**src/rtl/tag_allocator.sv**
```systemverilog
// -----------------------------------------------------------------------------
// tag_allocator
//
// Keeps a pool of NUM_TAGS slot IDs (load-queue / ROB style). Each tag is one
// bit in a free bitmap. Every cycle the block offers up to NUM_ALLOC tags, with
// the lowest free index first. It also takes back up to NUM_FREE returned tags.
// Rename/dispatch allocates and the completion/commit path frees.
//
// Offers and the free count are computed only from the registered bitmap.
// A tag that is returned this cycle is therefore offered one cycle later, and
// the free path stays off the bitmap -> offer critical path.
//
// Ports
//   clk            clock
//   rst            asynchronous reset, active high
//   IN_flush       return every tag to the pool (overrides allocs and frees)
//   IN_allocReq    per-port allocation request
//   OUT_tag        per-port offered tag (0 when no tag is offered)
//   OUT_tagValid   per-port "offered tag exists"
//   IN_freeValid   per-port free valid
//   IN_freeTag     per-port returned tag index
//   OUT_freeCount  number of currently free tags
//   OUT_error      sticky bad-free flag
//
// Optional feature: define TAG_ALLOC_DOUBLE_FREE_CHECK_EN to enable bad-free
// detection. A bad free is a free of an already-free tag, of an out-of-range
// tag, or of a tag that appears twice in one cycle. When detected, OUT_error
// is set the next cycle and stays set until rst. Without the macro,
// OUT_error is tied to 0.
// -----------------------------------------------------------------------------
module tag_allocator #(
  parameter  int NUM_TAGS  = 32,
  parameter  int NUM_ALLOC = 2,
  parameter  int NUM_FREE  = 2,
  localparam int TAG_W     = $clog2(NUM_TAGS),
  localparam int CNT_W     = $clog2(NUM_TAGS + 1)
) (
  input  logic                            clk,
  input  logic                            rst,
  input  logic                            IN_flush,
  input  logic [NUM_ALLOC-1:0]            IN_allocReq,
  output logic [NUM_ALLOC-1:0][TAG_W-1:0] OUT_tag,
  output logic [NUM_ALLOC-1:0]            OUT_tagValid,
  input  logic [NUM_FREE-1:0]             IN_freeValid,
  input  logic [NUM_FREE-1:0][TAG_W-1:0]  IN_freeTag,
  output logic [CNT_W-1:0]                OUT_freeCount,
  output logic                            OUT_error
);

  logic [NUM_TAGS-1:0] free_q;
  logic [NUM_TAGS-1:0] alloc_mask;
  logic [NUM_TAGS-1:0] free_mask;
  logic [NUM_TAGS-1:0] search_mask;

  // Cascaded masked priority encoders. Port i sees the bitmap with the tags
  // of ports 0..i-1 removed, so it picks the (i+1)-th lowest free tag.
  // NOTE: every signal written in always_comb gets a default at the top of the
  // block, so no path can leave it unassigned and no latch is inferred.
  always_comb begin
    search_mask  = free_q;
    OUT_tag      = '0;
    OUT_tagValid = '0;
    for (int i = 0; i < NUM_ALLOC; i++) begin
      // Scan downward so the last hit, which is the lowest index, wins.
      for (int k = NUM_TAGS - 1; k >= 0; k--) begin
        if (search_mask[k]) begin
          OUT_tag[i]      = TAG_W'(k);
          OUT_tagValid[i] = 1'b1;
        end
      end
      if (OUT_tagValid[i]) search_mask[OUT_tag[i]] = 1'b0;
    end
  end

  // Only a port that both requests and has a valid offer takes its tag. A
  // port can be granted even when a lower-numbered port does not request.
  always_comb begin
    alloc_mask = '0;
    for (int i = 0; i < NUM_ALLOC; i++) begin
      if (IN_allocReq[i] && OUT_tagValid[i]) alloc_mask[OUT_tag[i]] = 1'b1;
    end
  end

  // Returned tags are decoded one-hot and OR'd together, so a duplicate index
  // is harmless. Indices beyond the pool are dropped.
  always_comb begin
    free_mask = '0;
    for (int j = 0; j < NUM_FREE; j++) begin
      if (IN_freeValid[j] && (int'(IN_freeTag[j]) < NUM_TAGS))
        free_mask[IN_freeTag[j]] = 1'b1;
    end
  end

  always_comb begin
    OUT_freeCount = '0;
    for (int k = 0; k < NUM_TAGS; k++) OUT_freeCount = OUT_freeCount + CNT_W'(free_q[k]);
  end

  // NOTE: sequential state uses non-blocking assignments, so every register
  // samples values from before the clock edge, whatever the statement order.
  always_ff @(posedge clk or posedge rst) begin
    if (rst) begin
      free_q <= '1;
    end else if (IN_flush) begin
      free_q <= '1;
    end else begin
      free_q <= (free_q & ~alloc_mask) | free_mask;
    end
  end

`ifdef TAG_ALLOC_DOUBLE_FREE_CHECK_EN
  logic             bad_free;
  logic [TAG_W-1:0] bad_tag;
  logic             error_q;

  // A free is bad if its index is out of range, if the tag is already free
  // in the current bitmap, or if an earlier port returns the same index in
  // this cycle.
  always_comb begin
    bad_free = 1'b0;
    bad_tag  = '0;
    for (int j = NUM_FREE - 1; j >= 0; j--) begin
      if (IN_freeValid[j]) begin
        if (int'(IN_freeTag[j]) >= NUM_TAGS) begin
          bad_free = 1'b1;
          bad_tag  = IN_freeTag[j];
        end else if (free_q[IN_freeTag[j]]) begin
          bad_free = 1'b1;
          bad_tag  = IN_freeTag[j];
        end
        for (int m = 0; m < j; m++) begin
          if (IN_freeValid[m] && (IN_freeTag[m] == IN_freeTag[j])) begin
            bad_free = 1'b1;
            bad_tag  = IN_freeTag[j];
          end
        end
      end
    end
  end

  // Sticky: only rst clears it; a flush leaves it set.
  always_ff @(posedge clk or posedge rst) begin
    if (rst) error_q <= 1'b0;
    else if (bad_free) error_q <= 1'b1;
  end

  assign OUT_error = error_q;

`ifndef SYNTHESIS
  always @(posedge clk) begin
    if (!rst) begin
      assert (!bad_free)
        else $error("tag_allocator: bad free of tag %0d", bad_tag);
    end
  end
`endif
`else
  assign OUT_error = 1'b0;
`endif

endmodule

```
**config.mk**
```make
export PLATFORM = sky130hd
export DESIGN_NAME = tag_allocator
export DESIGN_NICKNAME = d
export VERILOG_FILES = /design/src/rtl/tag_allocator.sv
export SDC_FILE = /design/constraint.sdc
export NUM_CORES = 1
export LEC_CHECK = 0
export ABC_CLOCK_PERIOD_IN_PS = 4700
export CAP_MARGIN = 20
export CORE_MARGIN = 2
export CORE_UTILIZATION = 42
export DETAILED_ROUTE_END_ITERATION = 12
export GPL_TIMING_DRIVEN = 0
export SLEW_MARGIN = 30
export SYNTH_ARGS = -nofsm -noshare
export SYNTH_HDL_FRONTEND = slang
export SYNTH_SLANG_ARGS = --single-unit
```
**constraint.sdc**
```tcl
create_clock -name clk -period 4.7 [get_ports clk]
set_input_delay 0.47 -clock clk [delete_from_list [all_inputs] [get_ports clk]]
set_output_delay 0.47 -clock clk [all_outputs]
set_load 0.02 [all_outputs]
```
==> impl_results.md <==
- Status: complete, but fails checks
- Failing checks: setup timing
- Hold_ws: 0.5802 ns
- Top flop regs: free_q: 32 flops
- Iteration-0 DRC Markers: 451
- Total CTS buffers: 5
- Vias in the first global route: 5035
- Synthesized flop and latch total: 32
- Hold Crit Class: flip-flop to flip-flop
- Port bufs: 33
- Yosys cell types: 77
- Async SR Flop Fraction: 1.000
- Part of the cycle the worst path needs: 1.197
- CTS Buffer Depth: 2
- Net count after synthesis: 639
- Crit. End Element: output pin
- Worst-Skew Late Latency: 0.30 ns
- Max FFs per register: 32
- Inserted Diodes: 0
- Seq/Total Area, Yosys: 0.1871
- CTS tree: yes
- Die Y-Extent: 107.4 µm
- Initial antenna violation count: 0
- Die W: 107.4 µm
- Via density: 6.491
- Vias post-DR: 5173
- CORE AREA: 10370 µm²
- Critical Path Start Type: flip-flop
- Yosys warnings: 0
- Top reg by flops: free_q
- RSZ-0062 raised after global routing: yes
- Worst-Margin Slew: 0.7214 ns
- Post-Syn Area: 4493 µm²
- Max_cap viols: 0
- Clock slew at reported path FFs: 0.07 ns
- Crit path arrival time: 5.16 ns
- Slack of the critical path: -0.9268 ns
- CP Class: flip-flop to output pin
- Final setup fails: 6
- Pwr dens: 167.1 nW/µm²
- Final count of hold timing violations: 0
- Starting Density: 0.4333
- Die Area: 11540 µm²
- Worst vdd ir: 0.0001356 V
- Post-Route Skew: 0.01043 ns
- GRT Total Usage: 0.3090
- CTS Hold Buffers Added: 0
- Relative slew slack: 0.5146
- Most frequent cells in the layout: nor2_1 (64), o21ai_0 (55), buf_4 (37)
- Final Routed Wirelength: 17.60 mm
- Synth Instances: 591
- Largest net degree at the start of global routing: 33
- DRT Pass-1 Iters: 5
- GR Overflow Total: 0
- Register Area: 840.8 µm²
- Cell total after placement: 760
- Worst Path Max Fanout: 3
- WL/cell: 22.08 µm
- CTS Root Cell: clkbuf_8
- Residual DRC count: 0
- CP Data Required Time: 4.23 ns
- Placement Rows: 37
- DP HPWL: 13.52 mm
- Final nets: 709
- # fillers: 1058
- Global placer's final weighted congestion: 0.9708
- Multi-input combinational cell area: 3497 µm²
- Synth Flop Type: dfstp_2
- Post-route non-filler standard cell count: 797
- Post-synth EDFFs: 0
- Share of cells above drive strength 1: 0.2330
- Leak Pwr: 0.002132 µW
- ANT nets after route: 0
- Post-layout minimum cycle time: 5.627 ns
- Area growth syn-to-layout: 21.80%
- Final slew viol count: 0
- Synth Area per Inst: 7.602 µm²
- I/O pin count: 36
- Commonest non-fill, non-tap cell in the layout: nor2_1
- First-pass GRT wire length: 27.34 mm
- Max Freq: 0.1777 GHz
- H-tree depth: 2
- Sink Count: 32
## path summary, 6_finish.rpt
check                                          start                   end  slack, ns  cells after the start
worst max-delay path             free_q[7]$_DFF_PP1_      OUT_freeCount[4]      -0.93                     16
worst min-delay path            free_q[17]$_DFF_PP1_  free_q[17]$_DFF_PP1_       0.58                      2
worst max register to register   free_q[5]$_DFF_PP1_  free_q[21]$_DFF_PP1_       0.44                     13
worst min register to register  free_q[17]$_DFF_PP1_  free_q[17]$_DFF_PP1_       0.58                      2
max in group asynchronous                        rst  free_q[30]$_DFF_PP1_       3.68                      2
min in group asynchronous                        rst  free_q[24]$_DFF_PP1_       0.96                      2
## routing by layer
layer | global-route usage | vias to the layer above | wire length, µm
met5 | 0 | - | 0
met4 | 0.1438 | 0 | 692
met3 | 0.02361 | 48 | 1192
met1 | 0.3854 | 2493 | 7106
met2 | 0.5411 | 273 | 8604
li1 | - | 2359 | -
## worst max-delay path, stage by stage, from the launching register on
cell     delay [ns]
dfstp_2        0.57
inv_1          0.10
fa_1           0.52
fa_2           0.60
fa_1           0.43
fa_2           0.57
fa_1           0.43
fa_1           0.45
inv_2          0.08
ha_4           0.13
inv_2          0.04
fa_2           0.40
inv_2          0.05
a21o_1         0.12
a21oi_2        0.07
xnor2_2        0.14
buf_4          0.15
## synth_stat cells (15+ instances only)
cell / instances / area, µm²
a21oi_1: 25 / 125.1
dfstp_2: 32 / 840.8
fa_1: 24 / 480.5
inv_1: 46 / 172.7
nand2_1: 37 / 138.9
nor2_1: 64 / 240.2
nor3_1: 15 / 75.07
o21ai_0: 59 / 295.3
o22ai_1: 32 / 200.2
## per-stage QoR
step,utilization,area (µm²),TNS (ns),power (µW),setup WS (ns)
CTS,0.5094,5283,-4.872,899.5,-0.9679
floorplan,-,4537,-1.300,534.7,-0.3819
detailed placement,0.4858,5037,-6.108,681.4,-1.168
global placement,0.4858,5037,-6.107,678.8,-1.157
finish,0.5278,5473,-4.166,914.4,-0.9268
global route,0.5278,5473,-4.882,957.1,-1.055
## power by group
| group | total, µW | internal (µW) | switching [µW] |
|---|---|---|---|
| sequential | 292 | 284 | 8.24 |
| clock | 207 | 101 | 106 |
| combinational | 415 | 176 | 239 |
| total | 914 | 561 | 353 |
## layout make-up
type                            instances  share of cell area
Buffer                                 23             0.02423
Clock buffer                            6             0.01326
Clock inverter                          1           0.0009145
Inverter                               46             0.03201
Multi-Input combinational cell        487              0.6390
Sequential cell                        32              0.1536
Tap cell                              136             0.03109
Timing Repair Buffer                   66              0.1059
## cell families after synthesis
kind of cell,after synthesis,share of synthesized area
adder cells (fa/ha/maj),32,0.1287
XOR/XNOR,3,0.005849
other,1,0.0008346
AO/OA/AOI/OAI,211,0.3060
flip-flops,32,0.1871
AND/OR/NAND/NOR,240,0.3033
buffers and inverters,72,0.06823
## timing repair
| item | 4_1_cts | 5_1_grt |
|---|---|---|
| pin swaps | 15 | 12 |
| resized for setup | 61 | 28 |
| hold endpoints to repair | 0 | 0 |
| buffers inserted | 14 | 19 |
| setup endpoints to repair | 12 | 13 |
Note: power is estimated with default switching activity, not from simulation.
